<file path="config.mk">
export PLATFORM = sky130hd
export DESIGN_NAME = i2s_tx
export DESIGN_NICKNAME = d
export VERILOG_FILES = /design/src/rtl/i2s_pkg.sv /design/src/rtl/i2s_sck_gen.sv /design/src/rtl/i2s_tx.sv
export SDC_FILE = /design/constraint.sdc
export NUM_CORES = 1
export LEC_CHECK = 0
export BUFFER_PORTS_ARGS = -buffer_cell sky130_fd_sc_hd__buf_4
export CORE_ASPECT_RATIO = 1.1
export CORE_UTILIZATION = 56
export DETAILED_ROUTE_END_ITERATION = 8
export PLACE_DENSITY_LB_ADDON = 0.12
export SYNTH_ARGS = -nofsm -noshare
export SYNTH_HDL_FRONTEND = slang
export SYNTH_HIERARCHICAL = 1
export SYNTH_SLANG_ARGS = --single-unit
</file>
<file path="constraint.sdc">
create_clock -name clk -period 5.4 [get_ports clk]
set_clock_uncertainty 0.1 [all_clocks]
set_input_delay 0 -clock clk [delete_from_list [all_inputs] [get_ports clk]]
set_output_delay 0 -clock clk [all_outputs]
set_load 0.01 [all_outputs]
</file>
<file path="src/rtl/i2s_pkg.sv">
// Shared defaults, state encoding and word-select helper for the I2S transmitter.
package i2s_pkg;

    localparam int unsigned SW_DEF  = 16;
    localparam int unsigned DIV_DEF = 4;
    localparam int unsigned DW_DEF  = 2 * SW_DEF;

    typedef enum logic {
        IDLE = 1'b0,
        RUN  = 1'b1
    } state_e;

    // Word select for frame position p: high for the right-channel slots,
    // shifted one SCK early relative to the channel MSB.
    function automatic logic ws_at(input int unsigned p, input int unsigned sw);
        return (p >= sw - 1) && (p <= 2 * sw - 2);
    endfunction

endpackage

</file>
<file path="src/rtl/i2s_sck_gen.sv">
// Bit-clock divider: sck toggles every DIV clk cycles while run is high,
// fall_tick flags the cycle whose closing edge drives sck from 1 to 0.
module i2s_sck_gen
    import i2s_pkg::*;
#(
    parameter int unsigned DIV = DIV_DEF
) (
    input  logic clk,
    input  logic rst_n,
    input  logic run,
    output logic sck,
    output logic fall_tick
);

    localparam int unsigned CW = (DIV > 1) ? $clog2(DIV) : 1;

    logic [CW-1:0] cnt_q, cnt_d;
    logic          sck_q, sck_d;
    logic          wrap_c;

    // Half-period counter; held cleared with sck low when not running.
    always_comb begin
        wrap_c = (cnt_q == CW'(DIV - 1));
        cnt_d  = cnt_q;
        sck_d  = sck_q;
        if (!run) begin
            cnt_d = '0;
            sck_d = 1'b0;
        end else if (wrap_c) begin
            cnt_d = '0;
            sck_d = ~sck_q;
        end else begin
            cnt_d = cnt_q + CW'(1);
        end
    end

    // Divider state register.
    always_ff @(posedge clk or negedge rst_n) begin
        if (!rst_n) begin
            cnt_q <= '0;
            sck_q <= 1'b0;
        end else begin
            cnt_q <= cnt_d;
            sck_q <= sck_d;
        end
    end

    assign sck       = sck_q;
    assign fall_tick = run && wrap_c && sck_q;

endmodule

</file>
<file path="src/rtl/i2s_tx.sv">
// I2S transmitter: pops one {left,right} word per frame from a show-ahead FIFO
// and serialises it MSB first with a one-SCK word-select lead.
// Build option: define I2S_TX_REPEAT_EN to replay the last fetched word on
// underrun instead of sending zeros.
module i2s_tx
    import i2s_pkg::*;
#(
    parameter int unsigned DW  = DW_DEF,
    parameter int unsigned SW  = SW_DEF,
    parameter int unsigned DIV = DIV_DEF
) (
    input  logic          clk,
    input  logic          rst_n,
    input  logic          en,
    input  logic          empty,
    input  logic [DW-1:0] rdt,
    output logic          ren,
    output logic          sck,
    output logic          ws,
    output logic          sd,
    output logic          underrun
);

    localparam int unsigned    PW     = $clog2(2 * SW);
    localparam logic [PW-1:0]  P_LAST = PW'(2 * SW - 1);

    if (DW != 2 * SW) begin : g_dw_check
        $error("i2s_tx: DW must equal 2*SW");
    end

    state_e        state_q, state_d;
    logic [PW-1:0] p_q, p_d;
    logic [DW-1:0] sr_q, sr_d;
    logic          sd_q, sd_d;
    logic          ws_q, ws_d;
    logic          ren_q, ren_d;
    logic          uf_q, uf_d;
    logic          fall_tick;
    logic [DW-1:0] sub_c;
    logic [DW-1:0] word_c;
    logic [PW-1:0] p_nx_c;

`ifdef I2S_TX_REPEAT_EN
    logic [DW-1:0] last_q, last_d;
`endif

    i2s_sck_gen #(
        .DIV (DIV)
    ) u_sck_gen (
        .clk       (clk),
        .rst_n     (rst_n),
        .run       (state_q == RUN),
        .sck       (sck),
        .fall_tick (fall_tick)
    );

    // Frame sequencing: start/stop at the frame boundary, fetch, shift, ws.
    always_comb begin
        state_d = state_q;
        p_d     = p_q;
        sr_d    = sr_q;
        sd_d    = sd_q;
        ws_d    = ws_q;
        ren_d   = 1'b0;
        uf_d    = 1'b0;
        p_nx_c  = (p_q == P_LAST) ? '0 : p_q + PW'(1);
`ifdef I2S_TX_REPEAT_EN
        last_d  = last_q;
        sub_c   = last_q;
`else
        sub_c   = '0;
`endif
        word_c  = empty ? sub_c : rdt;

        case (state_q)
            IDLE: begin
                p_d  = '0;
                sd_d = 1'b0;
                ws_d = 1'b0;
                if (en) begin
                    state_d = RUN;
                end
            end
            RUN: begin
                if (fall_tick) begin
                    if (p_q == '0) begin
                        if (!en) begin
                            state_d = IDLE;
                            sd_d    = 1'b0;
                            ws_d    = 1'b0;
                        end else begin
                            ren_d = !empty;
                            uf_d  = empty;
                            sd_d  = word_c[DW-1];
                            sr_d  = {word_c[DW-2:0], 1'b0};
                            p_d   = PW'(1);
                            ws_d  = ws_at(32'd1, SW);
`ifdef I2S_TX_REPEAT_EN
                            if (!empty) begin
                                last_d = rdt;
                            end
`endif
                        end
                    end else begin
                        sd_d = sr_q[DW-1];
                        sr_d = {sr_q[DW-2:0], 1'b0};
                        p_d  = p_nx_c;
                        ws_d = ws_at(32'(p_nx_c), SW);
                    end
                end
            end
            default: state_d = IDLE;
        endcase
    end

    // Transmitter state and registered outputs.
    always_ff @(posedge clk or negedge rst_n) begin
        if (!rst_n) begin
            state_q <= IDLE;
            p_q     <= '0;
            sr_q    <= '0;
            sd_q    <= 1'b0;
            ws_q    <= 1'b0;
            ren_q   <= 1'b0;
            uf_q    <= 1'b0;
        end else begin
            state_q <= state_d;
            p_q     <= p_d;
            sr_q    <= sr_d;
            sd_q    <= sd_d;
            ws_q    <= ws_d;
            ren_q   <= ren_d;
            uf_q    <= uf_d;
        end
    end

`ifdef I2S_TX_REPEAT_EN
    // Last successfully fetched word, replayed on underrun.
    always_ff @(posedge clk or negedge rst_n) begin
        if (!rst_n) begin
            last_q <= '0;
        end else begin
            last_q <= last_d;
        end
    end
`endif

    assign ren      = ren_q;
    assign ws       = ws_q;
    assign sd       = sd_q;
    assign underrun = uf_q;

endmodule

</file>
==> impl_metrics.csv, run 1 <==
group,metric,value,unit
outcome,run_status,"completed",
synth,yosys-mux-area-fraction,25.1,%
floorplan,placement_rows,24,
synth,synth_enable_flop_cells,0,
synth,post_synth_xor_area_fraction,0.717,%
route,routed_via_density,5.31,
min_path,worst_hold_path.endpoint,"sr_q[15]",
synth,synth_cells,215,
pwr,p_total,1200,uW
sta,worst_slew_pin_slew,577,ps
finish,synthToLayoutAreaGrowth,20.0,%
global_route,grt_antenna_before_repair,0,
sta,timing.final.max_slew_violations,0,
min_path,holdCritStartpoint,"rdt[14]",
clock_tree,total_clock_buffers_created_by_cts,5,
route,via_count,1657,
synth,netlist_area,2440,sq um
clock_tree,hold_buffers,9,
placement,dpl.hpwl,2.90,mm
synth,post-synth-top-area-cell,"sky130_fd_sc_hd__dfrtp_1",
worst_setup_path,worst_ep_arrival_time,2640,ps
sta,fin_tns_setup,0,ps
worst_setup_path,crit_path_end_kind,"flip-flop",
synth,netlist.area_leader.share,45.1,%
floorplan,die_w,65.0,um
synth,synth_simple_gate_area_share,15.8,%
route,avgRoutedWirePerCell,14.0,um
sta,worst_slack,2840,ps
synth,synth-seq-area-share,45.1,%
synth,netlist_top_cells_area,"sky130_fd_sc_hd__dfrtp_1 (45%), sky130_fd_sc_hd__mux2i_1 (17%), sky130_fd_sc_hd__mux2_1 (4.6%)",
floorplan,ioPinCount,41,
route,detail_route_antenna_nets,0,
route,routed_wirelength,4.38,mm
global_route,globalRoute.totalOverflow,0,
synth,synth.yosys.warnings,6,
sta,maxSlewHeadroom,61.4,%
clock_tree,cts_tree,"yes",
clock_tree,cts_num_sinks,44,
sta,setup_viol,0,
clock_tree,max-clock-path-buffers,2,
clock_tree,ctsResizeCount,0,
synth,synth_top_family_by_area,"multiplexers",
worst_setup_path,regToRegSetupSlack,2840,ps
finish,total_nets_final,300,
synth,syn_avg_cell_area,11.4,sq um
route,firstDrtPassIters,4,
finish,fill_cells,334,
finish,diodes,0,
clock_tree,worst_skew_pair.late_latency,290,ps
finish,finish.utilization,71.8,%
placement,buffer_ports.inserted,40,
placement,dp_slack,2840,ps
floorplan,die-height,71.3,um
synth,asyncSetResetFlopFracSynth,100,%
pwr,power_density,409,nW/um^2
worst_setup_path,regToRegEndpoint,"sr_q[2]",
pwr,power.leakage,0.00163,uW
placement,place_inst,296,
worst_setup_path,worst_setup_path_start_kind,"flip-flop",
floorplan,initial_core_util,59.8,%
synth,ys_dominant_reg_cell,"sky130_fd_sc_hd__dfrtp_1",
synth,yosys.area_share.adder,2.05,%
global_route,total_routing_usage_reported_by_global_routing,21.2,%
route,drc,0,
synth,netlist-cell-type-count,38,
sta,timing.final.crit_share,47.5,%
sta,achievable_freq,0.390,GHz
worst_setup_path,crit_path_max_fanout,26,
placement,gpl.final_weighted_congestion,0.846,
job,drv.max_cap_violation_count,0,
worst_setup_path,critPathRequiredTime,5480,ps
min_path,min_path_type,"in2reg",
synth,yosys-top-cells-count,"sky130_fd_sc_hd__dfrtp_1 (44), sky130_fd_sc_hd__mux2i_1 (41), sky130_fd_sc_hd__inv_1 (18), sky130_fd_sc_hd__nor2b_1 (17), sky130_fd_sc_hd__nand2b_1 (14)",
clock_tree,cts_post_setup_buffers_inserted,0,
synth,ys_seq_elements,44,
worst_setup_path,critical_path.reg2reg.startpoint,"p_q[0]",
finish,final_layout_size_suffix_gt1_share,23.8,%
clock_tree,ctsHtreeMaxLevel,2,
clock_tree,clk_root_buffer_cell,"sky130_fd_sc_hd__clkbuf_8",
floorplan,die-area,4630,sq um
synth,synthMostInstantiatedCell,"sky130_fd_sc_hd__dfrtp_1",
sta,report.final.hold_viol_count,0,
worst_setup_path,reg2regPathDepth,6,
route,detailedRoute.firstIterationViolations,71,
synth,area_fraction_in_compound_gates_after_synthesis,5.27,%
clock_tree,path_clk_slew,80,ps
min_path,hold_path_depth,4,
pwr,max-vdd-ir-drop,0.000263,V
synth,syn_nets,255,
floorplan,core-area,4080,sq um
global_route,grt_pass1_vias,1673,
sta,layout_min_cycle_time,2560,ps
global_route,grt_first_pass_wirelength,7.51,mm
sta,rsz0062_at_grt,"false",
worst_setup_path,critical_path_class,"reg2reg",
finish,layoutNonFillerInstCount,312,
global_route,grt_max_degree,45,
-- flip-flops by register name (all words and copies together), names as in the netlist --
| name | flops |
|---|---|
| sd | 1 |
| ren | 1 |
| u_sck_gen/cnt_q | 2 |
| state_q | 1 |
| underrun | 1 |
| sr_q | 31 |
| p_q | 5 |
| u_sck_gen/sck | 1 |
| ws | 1 |
-- cell families (layout without fill, tap and decap cells) --
group           after synthesis  in the layout
flops                        44             44
fa+ha+maj                     4              4
xor+xnor                      2              2
mux                          59             59
buf+inv                      31             76
simple gates                 58             58
compound gates               17             17
-- final cells by class --
| type | instances | area [sq um] | area share [%] |
|---|---|---|---|
| clock buffers | 7 | 96.3 | 3.29 |
| multi-input cells | 140 | 1200 | 40.8 |
| well taps | 52 | 65.1 | 2.22 |
| flip-flops and latches | 44 | 1100 | 37.6 |
| inverters | 18 | 67.6 | 2.30 |
| repair buffers | 51 | 405 | 13.8 |
-- worst max-delay path, cell delays in order (launching register included) --
cell and delay [ps]:
sky130_fd_sc_hd__dfrtp_1 450, sky130_fd_sc_hd__inv_1 80, sky130_fd_sc_hd__ha_1 160, sky130_fd_sc_hd__nor4b_4 500, sky130_fd_sc_hd__buf_4 480, sky130_fd_sc_hd__mux2_2 380, sky130_fd_sc_hd__mux2_1 280
-- cell usage in the layout, fill, tap and decap left out, drive strengths merged, types with 4 or more instances in the layout --
cell / n
ha: 4
mux2i: 41
clkbuf: 7
nor3: 4
nor2b: 17
o21ai: 7
dfrtp: 44
buf: 42
nand3: 4
dlygate4sd3: 9
nand2b: 14
mux2: 18
inv: 18
and3: 4
-- how the worst max path moves through the flow --
stage / endpoint / start / slack (ps)
final: sr_q[2] / p_q[0] / 2840
after floorplan: sr_q[21] / p_q[0] / 3390
after detailed placement: sr_q[3] / p_q[0] / 2840
after CTS: sr_q[3] / p_q[0] / 2810
after global placement: sr_q[2] / p_q[0] / 2880
after global routing: sr_q[3] / p_q[0] / 2690
-- per-stage QoR --
stage	area (sq um)	hold WS, ps
2_1_floorplan	2440	-396
3_3_place_gp	2750	-70.1
3_5_place_dp	2750	-65.8
4_1_cts	2930	6.19
5_1_grt	2930	23.4
6_report	2930	3.00
-- layer usage --
layer | global-route usage [%] | up-vias | part of all wire (%)
li1 | - | 827 | -
met1 | 26.6 | 791 | 46
met2 | 35.5 | 35 | 49
met3 | 6.53 | 4 | 3.8
met4 | 5.43 | 0 | 0.96
met5 | 0 | - | 0
-- power by group --
part / internal, uW / switching [uW] / total (uW)
Combinational: 236 / 221 / 457
Sequential: 458 / 64.7 / 523
Clock: 114 / 106 / 220
Total: 808 / 391 / 1200
(Power assumes the default switching activity.)
==> inputs of run 2 (changes only) <==
==> constraint.sdc (replaced) <==
create_clock -name clk -period 2.5 [get_ports clk]
set_clock_uncertainty 0.1 [all_clocks]
set_input_delay 0 -clock clk [delete_from_list [all_inputs] [get_ports clk]]
set_output_delay 0 -clock clk [all_outputs]
set_load 0.01 [all_outputs]
==> run 2 against run 1 <==
Worst setup slack worse by 2600 ps; total power is 120% higher; die area stayed put; sequential cell count stayed put; via count is 0.48% higher; hold slack better by 5.9 ps; maximum frequency is 13% higher; clock-buffer cell count stayed put; sequential share of layout area is 0.13 points higher; sequential power is 110% higher; critical path depth stayed put; non-clock buffer count is 3 lower; highest routed layer unchanged.
==> impl_metrics.csv, run 2 (synthesized netlist as in run 1, its figures left out) <==
group,metric,value,unit
route,avgRoutedWirePerCell,13.6,um
finish,diodes,0,
sta,layout_min_cycle_time,2280,ps
worst_setup_path,critical_path.slowest_cell,"sky130_fd_sc_hd__or4b_4",
min_path,hold_path_depth,4,
clock_tree,ctsHtreeMaxLevel,2,
worst_setup_path,regToRegEndpoint,"sr_q[28]",
sta,maxSlewHeadroom,61.2,%
global_route,grt_util_met3,3.34,%
global_route,total_routing_usage_reported_by_global_routing,20.1,%
finish,max_flop_register,"sr_q",
global_route,grt-busiest-layer,"met2",
job,drv.max_cap_violation_count,0,
worst_setup_path,critical_path_class,"reg2reg",
floorplan,ioPinCount,41,
sta,report.final.hold_viol_count,0,
pwr,power.switching,847,uW
floorplan,die-height,71.3,um
floorplan,core-area,4080,sq um
pwr,p_total,2600,uW
route,via_count,1665,
route,routed_wirelength,4.22,mm
min_path,holdCritStartpoint,"rdt[8]",
pwr,internal_power,1750,uW
clock_tree,cts_post_setup_buffers_inserted,0,
worst_setup_path,critPathRequiredTime,2570,ps
worst_setup_path,crit_path_max_fanout,31,
finish,synthToLayoutAreaGrowth,19.6,%
sta,timing.final.max_slew_violations,0,
floorplan,die_w,65.0,um
worst_setup_path,crit_path_end_kind,"flip-flop",
clock_tree,cts_tree,"yes",
route,routed_via_density,5.37,
finish,finish.utilization,71.5,%
placement,dpl.hpwl,2.78,mm
global_route,grt_pass1_vias,1651,
pwr,power.share.switching,32.6,%
global_route,grt_use_met2,34.1,%
floorplan,die-area,4630,sq um
route,detail_route_antenna_nets,0,
worst_setup_path,worst_setup_path_start_kind,"flip-flop",
pwr,power.leakage,0.00162,uW
finish,final_layout_size_suffix_gt1_share,24.4,%
clock_tree,ctsResizeCount,0,
route,detailedRoute.firstIterationViolations,82,
clock_tree,cts_num_sinks,44,
sta,fin_tns_setup,0,ps
worst_setup_path,worst_ep_arrival_time,2350,ps
min_path,worst_hold_path.endpoint,"sr_q[9]",
worst_setup_path,regToRegSetupSlack,220,ps
worst_setup_path,critical_path.cell_chain,"inv_1, ha_1, or4b_4, o21ai_4, buf_12, mux2_2",
pwr,max-vdd-ir-drop,0.000485,V
sta,timing.final.crit_share,91.0,%
sta,setup_viol,0,
worst_setup_path,largest_incremental_delay_on_the_critical_path,560,ps
clock_tree,clk_root_buffer_cell,"sky130_fd_sc_hd__clkbuf_8",
sta,achievable_freq,0.439,GHz
route,firstDrtPassIters,4,
global_route,grt_max_degree,45,
worst_setup_path,cpLargestDelayFamily,"simple AND/OR/NAND/NOR gates",
sta,worst_slack,224,ps
route,drc,0,
sta,rsz0062_at_grt,"false",
finish,final_cell_mix,"sky130_fd_sc_hd__dfrtp_1 (44), sky130_fd_sc_hd__mux2i_1 (41), sky130_fd_sc_hd__buf_4 (41)",
finish,reg_top3,"sr_q: 31 flops, p_q: 5 flops, u_sck_gen/cnt_q: 2 flops",
global_route,grt_antenna_before_repair,0,
worst_setup_path,cp.buffers_inverters,2,
pwr,comb_power_share,39.5,%
pwr,power.clock.fraction,17.6,%
sta,worst_slew_pin_slew,579,ps
global_route,groute.layer.met1.usage,26.1,%
global_route,globalRoute.totalOverflow,0,
clock_tree,max-clock-path-buffers,2,
placement,dp_slack,266,ps
pwr,power_density,890,nW/um^2
finish,number_of_flip_flops_in_the_largest_register,31,
floorplan,placement_rows,24,
clock_tree,path_clk_slew,80,ps
min_path,min_path_type,"in2reg",
floorplan,initial_core_util,59.8,%
worst_setup_path,critical_path.reg2reg.startpoint,"p_q[0]",
clock_tree,hold_buffers,5,
finish,total_nets_final,297,
placement,buffer_ports.inserted,40,
finish,final_common_cell,"sky130_fd_sc_hd__dfrtp_1",
placement,gpl.final_weighted_congestion,0.833,
clock_tree,total_clock_buffers_created_by_cts,5,
outcome,run_status,"completed",
sta,holdWs,8.87,ps
global_route,grt_first_pass_wirelength,7.23,mm
worst_setup_path,reg2regPathDepth,6,
clock_tree,worst_skew_pair.late_latency,290,ps
pwr,seq_power_share,42.9,%
-- run 2: worst reg2reg max path, stage by stage, from the launching register on --
cell,delay [ps]
sky130_fd_sc_hd__dfrtp_1,470
sky130_fd_sc_hd__inv_1,90
sky130_fd_sc_hd__ha_1,160
sky130_fd_sc_hd__or4b_4,560
sky130_fd_sc_hd__o21ai_4,180
sky130_fd_sc_hd__buf_12,230
sky130_fd_sc_hd__mux2_2,380
-- run 2: how the worst max path moves through the flow --
stage / from / endpoint / cells after the start
floorplan: p_q[0] / sr_q[21] / 6
global placement: p_q[0] / sr_q[5] / 6
detailed placement: p_q[0] / sr_q[28] / 6
CTS: p_q[0] / sr_q[5] / 6
global route: p_q[0] / sr_q[7] / 6
finish: p_q[0] / sr_q[28] / 6
-- run 2: layout make-up --
class,count,area [sq um]
clock buffers,7,86.3
fillers,346,1160
flip-flops and latches,44,1100
inverters,18,67.6
clock inverters,1,7.51
repair buffers,48,398
well taps,52,65.1
multi-input cells,140,1200
-- run 2: power groups by stage --
| stage | Combinational [uW] | Clock (uW) | Sequential [uW] |
|---|---|---|---|
| floorplan | 804 | 0 | 1100 |
| global placement | 1000 | 0 | 1120 |
| detailed placement | 1030 | 0 | 1130 |
| CTS | 1040 | 475 | 1120 |
| global route | 1140 | 493 | 1150 |
| finish | 1030 | 458 | 1120 |
-- run 2: metal layers --
| layer | part of all wire, % | vias up |
|---|---|---|
| met3 | 3.5 | 2 |
| met4 | 0.69 | 0 |
| met5 | 0 | - |
| li1 | - | 819 |
| met1 | 49 | 804 |
| met2 | 47 | 40 |
-- run 2: through the flow --
step	cells	area, sq um
after floorplan	215	2440
after global placement	297	2780
after detailed placement	297	2780
after CTS	310	2920
after global routing	310	2920
final	310	2920
